**src/rtl/mem_arbiter_if.sv**
```systemverilog
// mem_arbiter_if: requester, memory and status signals of the unified-memory arbiter
interface mem_arbiter_if #(
    parameter int ADDR_W = 32,
    parameter int DATA_W = 32
);
    logic              if_req;
    logic [ADDR_W-1:0] if_addr;
    logic [DATA_W-1:0] if_rdata;
    logic              if_ready;
    logic              dm_req;
    logic              dm_we;
    logic [ADDR_W-1:0] dm_addr;
    logic [DATA_W-1:0] dm_wdata;
    logic [DATA_W-1:0] dm_rdata;
    logic              dm_ready;
    logic              mem_en;
    logic              mem_we;
    logic [ADDR_W-1:0] mem_addr;
    logic [DATA_W-1:0] mem_wdata;
    logic [DATA_W-1:0] mem_rdata;
    logic              stall_if;
    logic              stall_mem;
    logic [31:0]       conflict_cycles;

    modport slave (
        input  if_req, if_addr, dm_req, dm_we, dm_addr, dm_wdata, mem_rdata,
        output if_rdata, if_ready, dm_rdata, dm_ready, mem_en, mem_we, mem_addr, mem_wdata,
               stall_if, stall_mem, conflict_cycles
    );

    modport master (
        output if_req, if_addr, dm_req, dm_we, dm_addr, dm_wdata, mem_rdata,
        input  if_rdata, if_ready, dm_rdata, dm_ready, mem_en, mem_we, mem_addr, mem_wdata,
               stall_if, stall_mem, conflict_cycles
    );
endinterface

```
**src/rtl/mem_arbiter.sv**
```systemverilog
// mem_arbiter: serialises IF and DM accesses onto one single-port memory
module mem_arbiter #(
    parameter int ADDR_W     = 32,
    parameter int DATA_W     = 32,
    parameter int MEM_LAT    = 2,
    parameter int STARVE_MAX = 4
) (
    input logic           clk,
    input logic           rst,
    mem_arbiter_if.slave  bus
);
    typedef enum logic [1:0] {IDLE, ACCESS, RESP} state_t;

    state_t            state;
    logic              own_dm;
    logic              we_q;
    logic [3:0]        lat_cnt;
    logic [3:0]        starve_cnt;
    logic [31:0]       conflict_cnt;
    logic              mem_en;
    logic              mem_we;
    logic [ADDR_W-1:0] mem_addr;
    logic [DATA_W-1:0] mem_wdata;
    logic [DATA_W-1:0] if_rdata;
    logic [DATA_W-1:0] dm_rdata;
    logic              if_ready;
    logic              dm_ready;
    logic              grant_if;

    assign grant_if = bus.if_req && (!bus.dm_req || starve_cnt >= 4'(STARVE_MAX));

    // grant / access / response sequencing with registered memory strobes and ready pulses
    always_ff @(posedge clk or posedge rst) begin
        if (rst) begin
            state      <= IDLE;
            own_dm     <= 1'b0;
            we_q       <= 1'b0;
            lat_cnt    <= 4'd0;
            starve_cnt <= 4'd0;
            mem_en     <= 1'b0;
            mem_we     <= 1'b0;
            mem_addr   <= '0;
            mem_wdata  <= '0;
            if_rdata   <= '0;
            dm_rdata   <= '0;
            if_ready   <= 1'b0;
            dm_ready   <= 1'b0;
        end else begin
            mem_en   <= 1'b0;
            mem_we   <= 1'b0;
            if_ready <= 1'b0;
            dm_ready <= 1'b0;
            case (state)
                IDLE: begin
                    if (bus.if_req || bus.dm_req) begin
                        own_dm     <= !grant_if;
                        we_q       <= !grant_if && bus.dm_we;
                        mem_en     <= 1'b1;
                        mem_we     <= !grant_if && bus.dm_we;
                        mem_addr   <= grant_if ? bus.if_addr : bus.dm_addr;
                        mem_wdata  <= bus.dm_wdata;
                        lat_cnt    <= 4'(MEM_LAT);
                        starve_cnt <= grant_if ? 4'd0 :
                                      (bus.if_req && starve_cnt != 4'd15) ? starve_cnt + 4'd1 : starve_cnt;
                        state      <= ACCESS;
                    end
                end
                ACCESS: begin
                    lat_cnt <= lat_cnt - 4'd1;
                    if (lat_cnt == 4'd1) begin
                        if (!we_q && own_dm)  dm_rdata <= bus.mem_rdata;
                        if (!we_q && !own_dm) if_rdata <= bus.mem_rdata;
                        if_ready <= !own_dm;
                        dm_ready <= own_dm;
                        state    <= RESP;
                    end
                end
                RESP:    state <= IDLE;
                default: state <= IDLE;
            endcase
        end
    end

    // saturating count of cycles in which both ports are requesting
    always_ff @(posedge clk or posedge rst) begin
        if (rst) conflict_cnt <= 32'd0;
        else if (bus.if_req && bus.dm_req && conflict_cnt != 32'hFFFF_FFFF) conflict_cnt <= conflict_cnt + 32'd1;
    end

    assign bus.mem_en          = mem_en;
    assign bus.mem_we          = mem_we;
    assign bus.mem_addr        = mem_addr;
    assign bus.mem_wdata       = mem_wdata;
    assign bus.if_rdata        = if_rdata;
    assign bus.dm_rdata        = dm_rdata;
    assign bus.if_ready        = if_ready;
    assign bus.dm_ready        = dm_ready;
    assign bus.stall_if        = bus.if_req & ~if_ready;
    assign bus.stall_mem       = bus.dm_req & ~dm_ready;
    assign bus.conflict_cycles = conflict_cnt;
endmodule

```
**src/flat_wrapper.sv**
```systemverilog
// flat-port wrapper written by rule: the top's interface ports become plain ports
module mem_arbiter_flat 
#(
    parameter int ADDR_W     = 32,
    parameter int DATA_W     = 32,
    parameter int MEM_LAT    = 2,
    parameter int STARVE_MAX = 4
)
  (clk, rst, bus_if_req, bus_if_addr, bus_dm_req, bus_dm_we, bus_dm_addr, bus_dm_wdata, bus_mem_rdata, bus_if_rdata, bus_if_ready, bus_dm_rdata, bus_dm_ready, bus_mem_en, bus_mem_we, bus_mem_addr, bus_mem_wdata, bus_stall_if, bus_stall_mem, bus_conflict_cycles);
  mem_arbiter_if #(.ADDR_W(ADDR_W), .DATA_W(DATA_W)) bus_i ();
  input logic clk;
  input logic rst;
  input wire logic [$bits(bus_i.if_req)-1:0] bus_if_req;
  input wire logic [$bits(bus_i.if_addr)-1:0] bus_if_addr;
  input wire logic [$bits(bus_i.dm_req)-1:0] bus_dm_req;
  input wire logic [$bits(bus_i.dm_we)-1:0] bus_dm_we;
  input wire logic [$bits(bus_i.dm_addr)-1:0] bus_dm_addr;
  input wire logic [$bits(bus_i.dm_wdata)-1:0] bus_dm_wdata;
  input wire logic [$bits(bus_i.mem_rdata)-1:0] bus_mem_rdata;
  output wire logic [$bits(bus_i.if_rdata)-1:0] bus_if_rdata;
  output wire logic [$bits(bus_i.if_ready)-1:0] bus_if_ready;
  output wire logic [$bits(bus_i.dm_rdata)-1:0] bus_dm_rdata;
  output wire logic [$bits(bus_i.dm_ready)-1:0] bus_dm_ready;
  output wire logic [$bits(bus_i.mem_en)-1:0] bus_mem_en;
  output wire logic [$bits(bus_i.mem_we)-1:0] bus_mem_we;
  output wire logic [$bits(bus_i.mem_addr)-1:0] bus_mem_addr;
  output wire logic [$bits(bus_i.mem_wdata)-1:0] bus_mem_wdata;
  output wire logic [$bits(bus_i.stall_if)-1:0] bus_stall_if;
  output wire logic [$bits(bus_i.stall_mem)-1:0] bus_stall_mem;
  output wire logic [$bits(bus_i.conflict_cycles)-1:0] bus_conflict_cycles;
  assign bus_i.if_req = bus_if_req;
  assign bus_i.if_addr = bus_if_addr;
  assign bus_i.dm_req = bus_dm_req;
  assign bus_i.dm_we = bus_dm_we;
  assign bus_i.dm_addr = bus_dm_addr;
  assign bus_i.dm_wdata = bus_dm_wdata;
  assign bus_i.mem_rdata = bus_mem_rdata;
  assign bus_if_rdata = bus_i.if_rdata;
  assign bus_if_ready = bus_i.if_ready;
  assign bus_dm_rdata = bus_i.dm_rdata;
  assign bus_dm_ready = bus_i.dm_ready;
  assign bus_mem_en = bus_i.mem_en;
  assign bus_mem_we = bus_i.mem_we;
  assign bus_mem_addr = bus_i.mem_addr;
  assign bus_mem_wdata = bus_i.mem_wdata;
  assign bus_stall_if = bus_i.stall_if;
  assign bus_stall_mem = bus_i.stall_mem;
  assign bus_conflict_cycles = bus_i.conflict_cycles;
  mem_arbiter #(.ADDR_W(ADDR_W), .DATA_W(DATA_W), .MEM_LAT(MEM_LAT), .STARVE_MAX(STARVE_MAX)) u_core (.clk(clk), .rst(rst), .bus(bus_i));
endmodule
```
**config.mk**
```make
export PLATFORM = sky130hd
export DESIGN_NAME = mem_arbiter_flat
export DESIGN_NICKNAME = d
export VERILOG_FILES = /design/src/rtl/mem_arbiter_if.sv /design/src/rtl/mem_arbiter.sv /design/src/flat_wrapper.sv
export SDC_FILE = /design/constraint.sdc
export NUM_CORES = 1
export LEC_CHECK = 0
export CELL_PAD_IN_SITES_DETAIL_PLACEMENT = 0
export CELL_PAD_IN_SITES_GLOBAL_PLACEMENT = 1
export CORE_MARGIN = 2
export CORE_UTILIZATION = 25
export CTS_CLUSTER_DIAMETER = 30
export DETAILED_ROUTE_END_ITERATION = 8
export PLACE_DENSITY = 0.65
export SKIP_LAST_GASP = 1
export SYNTH_ARGS = -nofsm -noshare
export SYNTH_HDL_FRONTEND = slang
export SYNTH_SLANG_ARGS = --single-unit
```
**constraint.sdc**
```tcl
create_clock -name clk -period 11.4 [get_ports clk]
set_input_delay 2.28 -clock clk [delete_from_list [all_inputs] [get_ports clk]]
set_output_delay 2.28 -clock clk [all_outputs]
set_load 0.005 [all_outputs]
```
==> metrics.cfg, run 1 <==
[synthesis]
avgSynthCellArea_um2=11.8
synth-seq-area-share=0.608
synth-async-reset-ratio=1.00
netlist_area_um2=7240
synth-seq-cells=176
post_synth_num_cell_types=39
ys.flop_type=dfrtp_1
synth_nets=749
synth_edf_count=0
synth_warnings=0
syn-instance-count=612

[finish]
antennaDiodeCount=0
final_util=0.393
fin_nets=1045
final_common_cell=clkdlybuf4s50_1
most-common-layout-cells=clkdlybuf4s50_1, dfrtp_1, nand2_1
syn2layout_area_growth_pct=55.5
seq_area_um2=4400
fillers=2764
multi_input_area_um2=2710
layout-drive-gt1-share=0.123
design_area_um2=11300

[timing]
max_slew.worst_pin.slew_ps=1010
timing.final.crit_share=0.517
finClkSkew_ps=13.5
holdWs_ps=476
fin_crit_ps=5890
relSlewSlack=0.324
setup_tns_ps=0
fmaxAchievable_mhz=170
final_max_slew_viol_count=0
finalSetupViolCount=0
setup_slack_ps=5510
hold_viol_final=0
rsz0062_at_grt=no

[route]
wire_per_inst_um=15.9
num_vias=5518
antenna_left=0
drt_wl_total_um=20800
drc=0
routed_via_density=4.23
first_pass_iters=5
dr.first_iter.drc_count=266

[flow_run]
drv_cap=0

[clocking]
htree_levels=4
cts_tree=yes
cts_hold_buf=0
cts_buffer_depth=2
cts_buffers=17
clock_sinks=176
clk_pin_slew_worst_paths_ps=80
clkLatencyLatePin_ps=430
ctsResizeCount=0
post_cts_buffers=0
cts_root_buffer=clkbuf_16

[die]
chipWidth_um=174
die_area_um2=30400
pin_count=299
die_h_um=174
start_util=0.253
core_um2=28600
row_count=62

[setup_path]
cp_top_family=buffers and inverters
path_cells=clkdlybuf4s50_1, nor2b_1, clkdlybuf4s50_1
crit_type=input port to output port
cp_slowest_cell=clkdlybuf4s50_1
cp.arrival_ps=3610
crit_cells=3
reg2regPathDepth=5
cp_common_cell=clkdlybuf4s50_1
critPathLaunchType=input port
crit_fanout=6
crit_path_end_kind=output port
crit_buf_inv=2
required_ps=9120
slowest_delay_ps=660

[pwr]
seq_power_share=0.387
sw_frac_of_total=0.307
clkPwrFrac=0.228
combPwrFrac=0.385
p_sw_uw=813
p_per_area_nw_per_um2=235
power_leakage_uw=0.00499
internal_power_uw=1830
vdd_drop_max_mv=0.0932

[placed_design]
portBuffers=298
pre_cts_slack_ps=5490
hpwl_um=14800
place_congestion=0.720
post_dp_cell_area_um2=10700

[grt]
grt_max_degree=102
first_global_vias=5673
overflow=0
grt_pass1_wl_um=33100
track_usage=0.139
antenna_found_initial=0

[run_status]
status=finished, final reports clean

[hold_path]
hold_depth=2
min_path_type=register to register

worst register-to-register path, cell delays in order, from the launching register on:
cell and delay [ps]:
dfrtp_1 450, and4_1 290, nand4_2 160, o41a_1 720
nor4bb_1 430, xor2_1 190
final cells by class:
type | count | share of cell area
clock inverter | 14 | 0.0146
clock buffer | 18 | 0.0390
multi-input combinational | 402 | 0.241
sequential | 176 | 0.391
inverter | 6 | 0.00244
tap | 384 | 0.0427
timing repair buffer | 305 | 0.270
metrics by stage:
| step | cells | total power, uW |
|---|---|---|
| 6_report | 1305 | 2650 |
| 3_5_place_dp | 1273 | 2080 |
| 4_1_cts | 1305 | 2700 |
| 3_3_place_gp | 1273 | 2070 |
| 2_1_floorplan | 612 | 1410 |
| 5_1_grt | 1305 | 2840 |
cells by family after synthesis:
logic type | synth area share
DFF | 0.608
and+or+nand+nor | 0.143
buffers and inverters | 0.0204
xor gates and xnor gates | 0.0363
adders and majority gates | 0.00691
AOI/OAI and AO/OA | 0.0368
muxes | 0.149
cell usage after synthesis, types with 8 or more instances:
cell,n,area (um^2)
dfrtp_1,176,4400
nand4_1,12,75.1
and3_1,15,93.8
o21ai_0,39,195
clkbuf_1,16,60.1
mux2i_1,32,320
nand2_1,143,537
xnor2_1,22,193
nand3_1,12,60.1
xor2_1,8,70.1
nor2_1,11,41.3
mux2_2,65,732
buf_2,10,50.1
layer usage:
layer	share of wire	vias up	wire length, um	GRT usage
met3	0.070	9	1460	0.0470
met1	0.45	2672	9300	0.184
met5	0	-	0	0
met2	0.47	158	9860	0.218
li1	-	2679	-	-
met4	0.0088	0	182	0.0354
flip-flops by register name (all words and copies together), names as in the netlist:
name                        cells
u_core.bus.if_rdata            32
u_core.bus.mem_we               1
u_core.bus.conflict_cycles     32
u_core.own_dm                   1
u_core.starve_cnt               4
u_core.bus.dm_ready             1
u_core.bus.if_ready             1
u_core.lat_cnt                  4
u_core.state                    2
u_core.bus.mem_addr            32
u_core.bus.dm_rdata            32
u_core.bus.mem_wdata           32
u_core.we_q                     1
u_core.bus.mem_en               1
path summary, 6_finish.rpt:
check / from / endpoint / slack [ps]
max: bus_if_req / bus_stall_if / 5510
min: u_core.bus.mem_wdata[2] / u_core.bus.mem_wdata[2] / 480
max reg2reg: u_core.bus.conflict_cycles[17] / u_core.bus.conflict_cycles[19] / 9090
min reg2reg: u_core.bus.mem_wdata[2] / u_core.bus.mem_wdata[2] / 480
max in group asynchronous: rst / u_core.starve_cnt[0] / 7790
min in group asynchronous: rst / u_core.bus.conflict_cycles[27] / 2270
power by group through the flow:
| stage | clock network, uW | logic, uW | registers [uW] |
|---|---|---|---|
| finish | 603 | 1020 | 1030 |
| global route | 655 | 1120 | 1070 |
| CTS | 630 | 1050 | 1030 |
| detailed placement | 0 | 1040 | 1040 |
| global placement | 0 | 1040 | 1030 |
| floorplan | 0 | 361 | 1050 |
(Power assumes the default switching activity.)
==> run 2: changes to the inputs <==
Settings changed: PLACE_DENSITY 0.65 to 0.68.
Clock period 11.4 ns to 5.2 ns, I/O delays scaled along.
==> run 2 against run 1 <==
Sequential share of layout area shrank 0.12 points. Sequential cell count is the same. Largest power group unchanged. Utilization grew 0.12 points. Critical path depth is the same. Highest routed layer is now met5. Hold slack lost 3.7 ps. Total power grew 120%. Largest cell class unchanged. Combinational power grew 120%. Count of clock-buffer cells in the layout shrank 1. Worst setup slack lost 3700 ps. Cell count is the same. Die area is the same.
==> metrics.cfg, run 2 (synthesis gave the netlist of run 1 again) <==
[run_status]
status=finished, final reports clean

[grt]
grt_pass1_wl_um=33000
grt_max_degree=101
antenna_found_initial=1
overflow=0
first_global_vias=5866
track_usage=0.139

[finish]
fin_nets=1043
multi_input_area_um2=2710
fillers=2773
seq_area_um2=4400
most-common-layout-cells=clkdlybuf4s50_1, dfrtp_1, nand2_1
syn2layout_area_growth_pct=55.9
final_common_cell=clkdlybuf4s50_1
layout-drive-gt1-share=0.122

[setup_path]
crit_type=input port to output port
timing.rr.start=u_core.lat_cnt[1]
r2r-end=u_core.bus.dm_rdata[23]
cp-startpoint=bus_if_req
cp.arrival_ps=2360
endpoint=bus_stall_if
reg2regPathDepth=6
worst-r2r-setup-slack_ps=2850
crit_fanout=6
required_ps=4160
critPathLaunchType=input port
crit_path_end_kind=output port

[clocking]
ctsResizeCount=0
post_cts_buffers=0
cts_buffers=17
htree_levels=4
cts_root_buffer=clkbuf_16
clk_pin_slew_worst_paths_ps=80
cts_hold_buf=0
cts_buffer_depth=2
cts_tree=yes
clock_sinks=176
clkLatencyLatePin_ps=430

[timing]
final_max_slew_viol_count=0
finClkSkew_ps=14.1
timing.final.crit_share=0.655
relSlewSlack=0.262
max_slew.worst_pin.slew_ps=1100
holdWs_ps=472
hold_viol_final=0
setup_tns_ps=0
fin_crit_ps=3400
rsz0062_at_grt=no
finalSetupViolCount=0
fmaxAchievable_mhz=294

[pwr]
sw_frac_of_total=0.305
internal_power_uw=4060
vdd_drop_max_mv=0.245
p_sw_uw=1780
p_per_area_nw_per_um2=517
seq_power_share=0.387
power_leakage_uw=0.00499
clkPwrFrac=0.234
combPwrFrac=0.379

[placed_design]
place_congestion=0.768
portBuffers=298
hpwl_um=14400

[die]
chipWidth_um=174
die_h_um=174
pin_count=299
start_util=0.253
row_count=62
core_um2=28600
die_area_um2=30400

[route]
first_pass_iters=4
antenna_left=0
num_vias=5563
drt_wl_total_um=20600
wire_per_inst_um=15.8
drc=0
dr.first_iter.drc_count=227
routed_via_density=4.26

[flow_run]
drv_cap=0

[hold_path]
min_path_type=register to register

==> run 2: cell types whose count changed in the layout (fill, tap and decap cells not counted), moves of 2 or more <==
cell and delta:
buf_4 -4, buf_12 +2, clkinv_4 -2, diode_2 +2
==> run 2: layout make-up <==
type | count | share of cell area
clock buffer | 17 | 0.0377
antenna | 2 | 0.000443
timing repair buffer | 303 | 0.270
sequential | 176 | 0.390
clock inverter | 15 | 0.0173
inverter | 6 | 0.00233
tap | 384 | 0.0425
multi-input combinational | 402 | 0.240
==> run 2: critical path, stage by stage <==
cell and delay (ps):
clkdlybuf4s50_1 640, nor2b_1 180, clkdlybuf4s50_1 500
==> run 2: worst min-delay path by stage <==
stage / cells past startpoint / end / start / slack [ps]
final: 2 / u_core.bus.mem_wdata[21] / u_core.bus.mem_wdata[21] / 470
after floorplan: 1 / u_core.bus.if_ready / u_core.own_dm / 440
after detailed placement: 2 / u_core.bus.mem_wdata[21] / u_core.bus.mem_wdata[21] / 460
after global placement: 2 / u_core.bus.mem_wdata[24] / u_core.bus.mem_wdata[24] / 460
after CTS: 2 / u_core.bus.mem_wdata[21] / u_core.bus.mem_wdata[21] / 480
after global routing: 2 / u_core.bus.mem_wdata[16] / u_core.bus.mem_wdata[16] / 500
==> run 2: layer usage <==
layer	up-vias	part of all wire	GRT usage	wire length, um
met1	2685	0.44	0.176	9130
met3	20	0.076	0.0534	1570
met4	2	0.017	0.0413	346
met2	179	0.46	0.220	9530
li1	2677	-	-	-
met5	-	0.00063	0	13
==> run 2: power by group through the flow <==
stage | clock network, uW | logic, uW | registers, uW
final | 1370 | 2210 | 2260
after global placement | 0 | 2260 | 2270
after detailed placement | 0 | 2270 | 2290
after floorplan | 0 | 791 | 2290
after CTS | 1420 | 2270 | 2270
after global routing | 1480 | 2430 | 2350
==> run 2: through the flow <==
stage / total power, uW / cell area (um^2) / std cells / utilization / setup slack, ps
6_report: 5840 / 11300 / 1305 / 0.395 / 1800
5_1_grt: 6250 / 11300 / 1303 / 0.394 / 1730
4_1_cts: 5960 / 11300 / 1303 / 0.394 / 1770
3_5_place_dp: 4550 / 10700 / 1271 / 0.373 / 1770
3_3_place_gp: 4520 / 10700 / 1271 / 0.373 / 1760
2_1_floorplan: 3080 / 7250 / 612 / - / 1910
